==> config.mk <==
export PLATFORM = sky130hd
export DESIGN_NAME = uart_rx_engine
export DESIGN_NICKNAME = d
export VERILOG_FILES = /design/src/rtl/uart_rx_engine.sv
export SDC_FILE = /design/constraint.sdc
export NUM_CORES = 1
export LEC_CHECK = 0
export CAP_MARGIN = 20
export CORE_ASPECT_RATIO = 2
export CORE_UTILIZATION = 48
export CTS_BUF_LIST = sky130_fd_sc_hd__clkbuf_2 sky130_fd_sc_hd__clkbuf_4 sky130_fd_sc_hd__clkbuf_8
export DETAILED_ROUTE_END_ITERATION = 10
export PLACE_DENSITY = 0.7
export SETUP_SLACK_MARGIN = 0.5
export SLEW_MARGIN = 10
export SYNTH_ARGS = -nofsm -noshare
export SYNTH_HDL_FRONTEND = slang
export SYNTH_SLANG_ARGS = --single-unit
==> constraint.sdc <==
create_clock -name CLK -period 3.4 [get_ports CLK]
set_input_delay 0.68 -clock CLK [delete_from_list [all_inputs] [get_ports CLK]]
set_output_delay 0.68 -clock CLK [all_outputs]
set_load 0.01 [all_outputs]
==> src/rtl/uart_rx_engine.sv <==
// ---------------------------------------------------------------------------
// uart_rx_engine
//
// UART receive engine placed downstream of the auto-baud detector. It takes
// the measured bit period (BRG, in CLK cycles) and the shared UXRX line,
// deserialises 8N1 frames (8E1 when UART_RX_PARITY_EN is defined) and
// presents each byte in a one-entry holding register with a ready flag.
// While ABAUD is high the engine is held in IDLE so the detector and the
// receiver never interpret the line at the same time.
//
// Optional feature macro: UART_RX_PARITY_EN
//   defined   : 8E1 frame, PAR state present, PERR reports even-parity errors
//   undefined : 8N1 frame, no PAR state, PERR constantly 0
//
// Ports:
//   CLK     in  system clock, rising edge
//   RST_N   in  asynchronous active-low reset
//   UXRX    in  serial line, asynchronous, idle high
//   ABAUD   in  auto-baud measurement active, forces IDLE
//   BRG     in  bit period in CLK cycles, latched at start-bit detection
//   RD      in  one-cycle read strobe, consumes the held byte
//   RXDATA  out received byte
//   UXRXIF  out byte available
//   FERR    out framing error of held byte
//   PERR    out parity error of held byte (0 in the 8N1 build)
//   OERR    out sticky overrun flag, cleared by RD
//   BUSY    out high in every state except IDLE
// ---------------------------------------------------------------------------
module uart_rx_engine #(
  parameter int DATA_W  = 8,
  parameter int BRG_MIN = 4
) (
  input  logic              CLK,
  input  logic              RST_N,
  input  logic              UXRX,
  input  logic              ABAUD,
  input  logic [7:0]        BRG,
  input  logic              RD,
  output logic [DATA_W-1:0] RXDATA,
  output logic              UXRXIF,
  output logic              FERR,
  output logic              PERR,
  output logic              OERR,
  output logic              BUSY
);

  localparam logic [7:0] BRG_MIN_C = 8'(BRG_MIN);
  localparam logic [3:0] LAST_BIT  = 4'(DATA_W - 1);

`ifdef UART_RX_PARITY_EN
  typedef enum logic [2:0] {
    S_IDLE  = 3'd0,
    S_START = 3'd1,
    S_DATA  = 3'd2,
    S_PAR   = 3'd3,
    S_STOP  = 3'd4
  } state_t;

  // Even parity: the data bits plus the parity bit must XOR to zero.
  function automatic logic even_parity_err(input logic [DATA_W-1:0] data,
                                           input logic              par_bit);
    return (^data) ^ par_bit;
  endfunction
`else
  typedef enum logic [2:0] {
    S_IDLE  = 3'd0,
    S_START = 3'd1,
    S_DATA  = 3'd2,
    S_STOP  = 3'd4
  } state_t;
`endif

  // Synchroniser and edge-detect history
  logic              sync1_q, sync2_q, prev_q;
  // Frame engine
  state_t            state_q, state_d;
  logic [7:0]        per_q, per_d;
  logic [7:0]        cnt_q, cnt_d;
  logic [3:0]        bitcnt_q, bitcnt_d;
  logic [DATA_W-1:0] shift_q, shift_d;
  // Holding register
  logic [DATA_W-1:0] rxdata_q, rxdata_d;
  logic              uxrxif_q, uxrxif_d;
  logic              ferr_q, ferr_d;
  logic              oerr_q, oerr_d;
  logic              busy_q, busy_d;
`ifdef UART_RX_PARITY_EN
  logic              perr_q, perr_d;
  logic              perr_hold_q, perr_hold_d;
`endif

  logic fall_s;
  logic tick_s;
  logic complete_s;

  assign fall_s = prev_q & ~sync2_q;
  assign tick_s = (cnt_q == 8'd1);

  // Two-flop synchroniser plus one history flop for falling-edge detection.
  always_ff @(posedge CLK or negedge RST_N) begin
    if (!RST_N) begin
      sync1_q <= 1'b1;
      sync2_q <= 1'b1;
      prev_q  <= 1'b1;
    end else begin
      sync1_q <= UXRX;
      sync2_q <= sync1_q;
      prev_q  <= sync2_q;
    end
  end

  // Frame FSM next-state, baud counter, bit counter and shift register.
  always_comb begin
    state_d    = state_q;
    per_d      = per_q;
    bitcnt_d   = bitcnt_q;
    shift_d    = shift_q;
    complete_s = 1'b0;
`ifdef UART_RX_PARITY_EN
    perr_d     = perr_q;
`endif

    // Counter free-runs while a frame is in progress; reloads after each tick.
    if (state_q != S_IDLE) begin
      if (tick_s) begin
        cnt_d = per_q;
      end else begin
        cnt_d = cnt_q - 8'd1;
      end
    end else begin
      cnt_d = cnt_q;
    end

    if (ABAUD) begin
      // Auto-baud owns the line: drop any partial frame, touch no flags.
      state_d = S_IDLE;
    end else begin
      case (state_q)
        S_IDLE: begin
          if (fall_s && (BRG >= BRG_MIN_C)) begin
            state_d  = S_START;
            per_d    = BRG;
            cnt_d    = BRG >> 1;
            bitcnt_d = 4'd0;
          end else begin
            state_d  = S_IDLE;
          end
        end
        S_START: begin
          if (tick_s) begin
            // Line back high at mid-start means a glitch, not a frame.
            if (!sync2_q) begin
              state_d = S_DATA;
            end else begin
              state_d = S_IDLE;
            end
          end else begin
            state_d = S_START;
          end
        end
        S_DATA: begin
          if (tick_s) begin
            shift_d = {sync2_q, shift_q[DATA_W-1:1]};
            if (bitcnt_q == LAST_BIT) begin
              bitcnt_d = 4'd0;
`ifdef UART_RX_PARITY_EN
              state_d  = S_PAR;
`else
              state_d  = S_STOP;
`endif
            end else begin
              bitcnt_d = bitcnt_q + 4'd1;
            end
          end else begin
            state_d = S_DATA;
          end
        end
`ifdef UART_RX_PARITY_EN
        S_PAR: begin
          if (tick_s) begin
            perr_d  = even_parity_err(shift_q, sync2_q);
            state_d = S_STOP;
          end else begin
            state_d = S_PAR;
          end
        end
`endif
        S_STOP: begin
          if (tick_s) begin
            complete_s = 1'b1;
            state_d    = S_IDLE;
          end else begin
            state_d    = S_STOP;
          end
        end
        default: begin
          state_d = S_IDLE;
        end
      endcase
    end

    busy_d = (state_d != S_IDLE);
  end

  // Holding register, ready flag and overrun handling.
  always_comb begin
    rxdata_d = rxdata_q;
    uxrxif_d = uxrxif_q;
    ferr_d   = ferr_q;
    oerr_d   = oerr_q;
`ifdef UART_RX_PARITY_EN
    perr_hold_d = perr_hold_q;
`endif

    if (complete_s) begin
      rxdata_d = shift_q;
      ferr_d   = ~sync2_q;
      uxrxif_d = 1'b1;
`ifdef UART_RX_PARITY_EN
      perr_hold_d = perr_q;
`endif
      // Unread byte overwritten -> overrun; a same-cycle read consumes it.
      if (uxrxif_q && !RD) begin
        oerr_d = 1'b1;
      end else if (uxrxif_q && RD) begin
        oerr_d = 1'b0;
      end else begin
        oerr_d = oerr_q;
      end
    end else if (RD && uxrxif_q) begin
      uxrxif_d = 1'b0;
      oerr_d   = 1'b0;
    end else begin
      uxrxif_d = uxrxif_q;
    end
  end

  // State and output registers.
  always_ff @(posedge CLK or negedge RST_N) begin
    if (!RST_N) begin
      state_q     <= S_IDLE;
      per_q       <= 8'd0;
      cnt_q       <= 8'd0;
      bitcnt_q    <= 4'd0;
      shift_q     <= '0;
      rxdata_q    <= '0;
      uxrxif_q    <= 1'b0;
      ferr_q      <= 1'b0;
      oerr_q      <= 1'b0;
      busy_q      <= 1'b0;
`ifdef UART_RX_PARITY_EN
      perr_q      <= 1'b0;
      perr_hold_q <= 1'b0;
`endif
    end else begin
      state_q     <= state_d;
      per_q       <= per_d;
      cnt_q       <= cnt_d;
      bitcnt_q    <= bitcnt_d;
      shift_q     <= shift_d;
      rxdata_q    <= rxdata_d;
      uxrxif_q    <= uxrxif_d;
      ferr_q      <= ferr_d;
      oerr_q      <= oerr_d;
      busy_q      <= busy_d;
`ifdef UART_RX_PARITY_EN
      perr_q      <= perr_d;
      perr_hold_q <= perr_hold_d;
`endif
    end
  end

  assign RXDATA = rxdata_q;
  assign UXRXIF = uxrxif_q;
  assign FERR   = ferr_q;
  assign OERR   = oerr_q;
  assign BUSY   = busy_q;
`ifdef UART_RX_PARITY_EN
  assign PERR   = perr_hold_q;
`else
  assign PERR   = 1'b0;
`endif

endmodule

==> impl_metrics.ini <==
[clock_tree]
ctsHtreeMaxLevel = 2
cts_hold_buf = 0
cts.clk_slew.worst_paths_ns = 0.08
numCtsBuffers = 5
cts_resized = 0
cts_tree = yes
clk_latency_ns = 0.29
cts_root_buf = clkbuf_8
cts_sinks = 46
cts_setup_buffers = 0
max-clock-path-buffers = 2

[worst_setup_path]
crit_arrival_ns = 2.76
critPathRequiredTime_ns = 3.58
critPathMaxFanout = 11
rr_endpoint = RXDATA[5]$_DFFE_PN0P_
crit_type = primary input to flip-flop
start_kind = primary input
cp-startpoint = BRG[4]
endpoint_kind = flip-flop
endpoint = per_q[5]$_DFFE_PN0P_
r2r-start = cnt_q[1]$_DFF_PN0_
r2r_cells = 6
ff2ff_setup_slack_ns = 1.16

[placed_design]
pre_cts_ws_ns = 0.553
place_congestion = 0.953
hpwl_mm = 3.69
io_buffers = 24

[timing]
setup_viol = 0
worst_slack_ns = 0.822
drv_slew = 0
finClkSkew_ns = 0.00858
finalHoldViolations = 0
fmax_mhz = 388
finalCriticalPeriod_ns = 2.58
slew_headroom = 0.608
tns_ns = 0
fin_crit_sh = 0.758
rsz0062_at_grt = false
worstMarginPinSlew_ns = 0.583

[global_routing]
grt_overflow_total = 0
antenna_found_initial = 0
gr-usage-all-layers = 0.233
grt_first_pass_wirelength_mm = 8.44
grt_max_degree = 47
grt_pass1_vias = 1801

[layout]
layout-drive-gt1-share = 0.196
nets = 235
layout_common_cells = dfrtp_1, clkdlybuf4s50_1, nand2_1
num_antenna_cells = 0
final_common_cell = dfrtp_1
fillers = 372
area_growth_pct = 17.3

[logic_synthesis]
synth_cells = 192
ys_seq_elements = 46
avgSynthCellArea_um2 = 11.4
syn_area_um2 = 2190
synth_ff_type = dfrtp_1
synth_nets = 208
synth_edf_count = 0
ys_types = 47
yosysWarnings = 0
async_flop_share = 1.00
ys_seq_area_frac = 0.527

[run]
maxCapViolCount = 0

[pwr]
p_per_area_nw_per_um2 = 475
cellLeakagePower_nw = 1.15
vdd_drop_max_uv = 365

[drt]
vias = 1611
antenna_left = 0
via_per_inst = 5.90
drc = 0
first_iter_violations = 47
drt_wl_total_mm = 4.98
first_pass_iters = 5
wire_per_inst_um = 18.2

[floorplanning]
ios = 26
fp.dieH_um = 97.6
dieArea_um2 = 4860
floorplan.rows = 34
coreArea_um2 = 4380
dieWidth_um = 49.8
start_util = 0.501

[status]
status = finished clean

[worst_hold_path]
worstHoldPathType = primary input to async pin
## flip-flops by register name, indices dropped and copies added, names as in the netlist, 3 cells and up, named ones only
register,cells
bitcnt_q,4
RXDATA,8
cnt_q,8
per_q,8
shift_q,8
state_q,3
## cells by family (layout without fill, tap and decap cells)
family | count (synthesis) | count (layout) | synth area share
XOR/XNOR | 2 | 2 | 0.00799
multiplexers | 24 | 24 | 0.133
flip-flops | 46 | 46 | 0.527
AND/OR/NAND/NOR | 67 | 67 | 0.173
buffers and inverters | 11 | 38 | 0.0257
other | 1 | 1 | 0.00171
adder cells (fa/ha/maj) | 4 | 4 | 0.0217
AO/OA/AOI/OAI | 37 | 37 | 0.110
## metal layers
metal / share of wire / up-vias / GRT usage
met5: 0 / - / 0
li1: - / 744 / -
met4: 0.064 / 0 / 0.171
met1: 0.36 / 794 / 0.247
met3: 0.038 / 22 / 0.0454
met2: 0.54 / 51 / 0.394
## metrics by stage
stage               cells  power [mW]  hold slack, ns  cell area, um2   util
floorplan             192       0.811           0.345            2190      -
global placement      265       0.888           0.346            2470  0.564
detailed placement    265       0.900           0.347            2470  0.564
CTS                   272        1.23           0.358            2550  0.583
global route          273        1.29           0.266            2570  0.587
finish                273        1.22           0.260            2570  0.587
## how the worst min path moves through the flow
stage	startpoint	endpoint	slack, ns	cells after the start
2_1_floorplan	sync1_q$_DFF_PN1_	sync2_q$_DFF_PN1_	0.35	0
3_3_place_gp	sync1_q$_DFF_PN1_	sync2_q$_DFF_PN1_	0.35	0
3_5_place_dp	sync1_q$_DFF_PN1_	sync2_q$_DFF_PN1_	0.35	0
4_1_cts	sync1_q$_DFF_PN1_	sync2_q$_DFF_PN1_	0.36	0
5_1_grt	RST_N	cnt_q[6]$_DFF_PN0_	0.27	1
6_report	RST_N	cnt_q[6]$_DFF_PN0_	0.26	1
## cell usage after synthesis, types with 4 or more instances
cell / number / area share
or3_1: 4 / 0.011
inv_1: 4 / 0.0068
dfrtp_1: 43 / 0.49
a21oi_1: 10 / 0.023
mux2_1: 6 / 0.031
nand3_1: 11 / 0.025
nor2_1: 10 / 0.017
nand2_1: 21 / 0.036
mux2_2: 12 / 0.062
o21ai_0: 8 / 0.018
mux2_4: 6 / 0.041
## power breakdown
part / total (mW) / switching, mW / leakage [nW] / internal [mW]
sequential: 0.666 / 0.0654 / 0.598 / 0.600
combinational: 0.228 / 0.126 / 0.506 / 0.102
clock: 0.328 / 0.170 / 0.0452 / 0.158
total: 1.22 / 0.362 / 1.15 / 0.860
## worst max-delay path, cell delays in order
cell and delay [ns]:
clkdlybuf4s50_1 0.45, nor4_1 0.56, a211oi_2 0.24, nand2_1 0.44, mux2_1 0.38
## area by class of cell
cell class                      instances  area, um2  share of cell area
Sequential cell                        46       1150               0.449
Multi-Input combinational cell        135        982               0.382
Timing Repair Buffer                   27        270               0.105
Clock buffer                            7       83.8              0.0326
Tap cell                               54       67.6              0.0263
Inverter                                4       15.0             0.00583
Note: power is estimated with default switching activity, not from simulation.
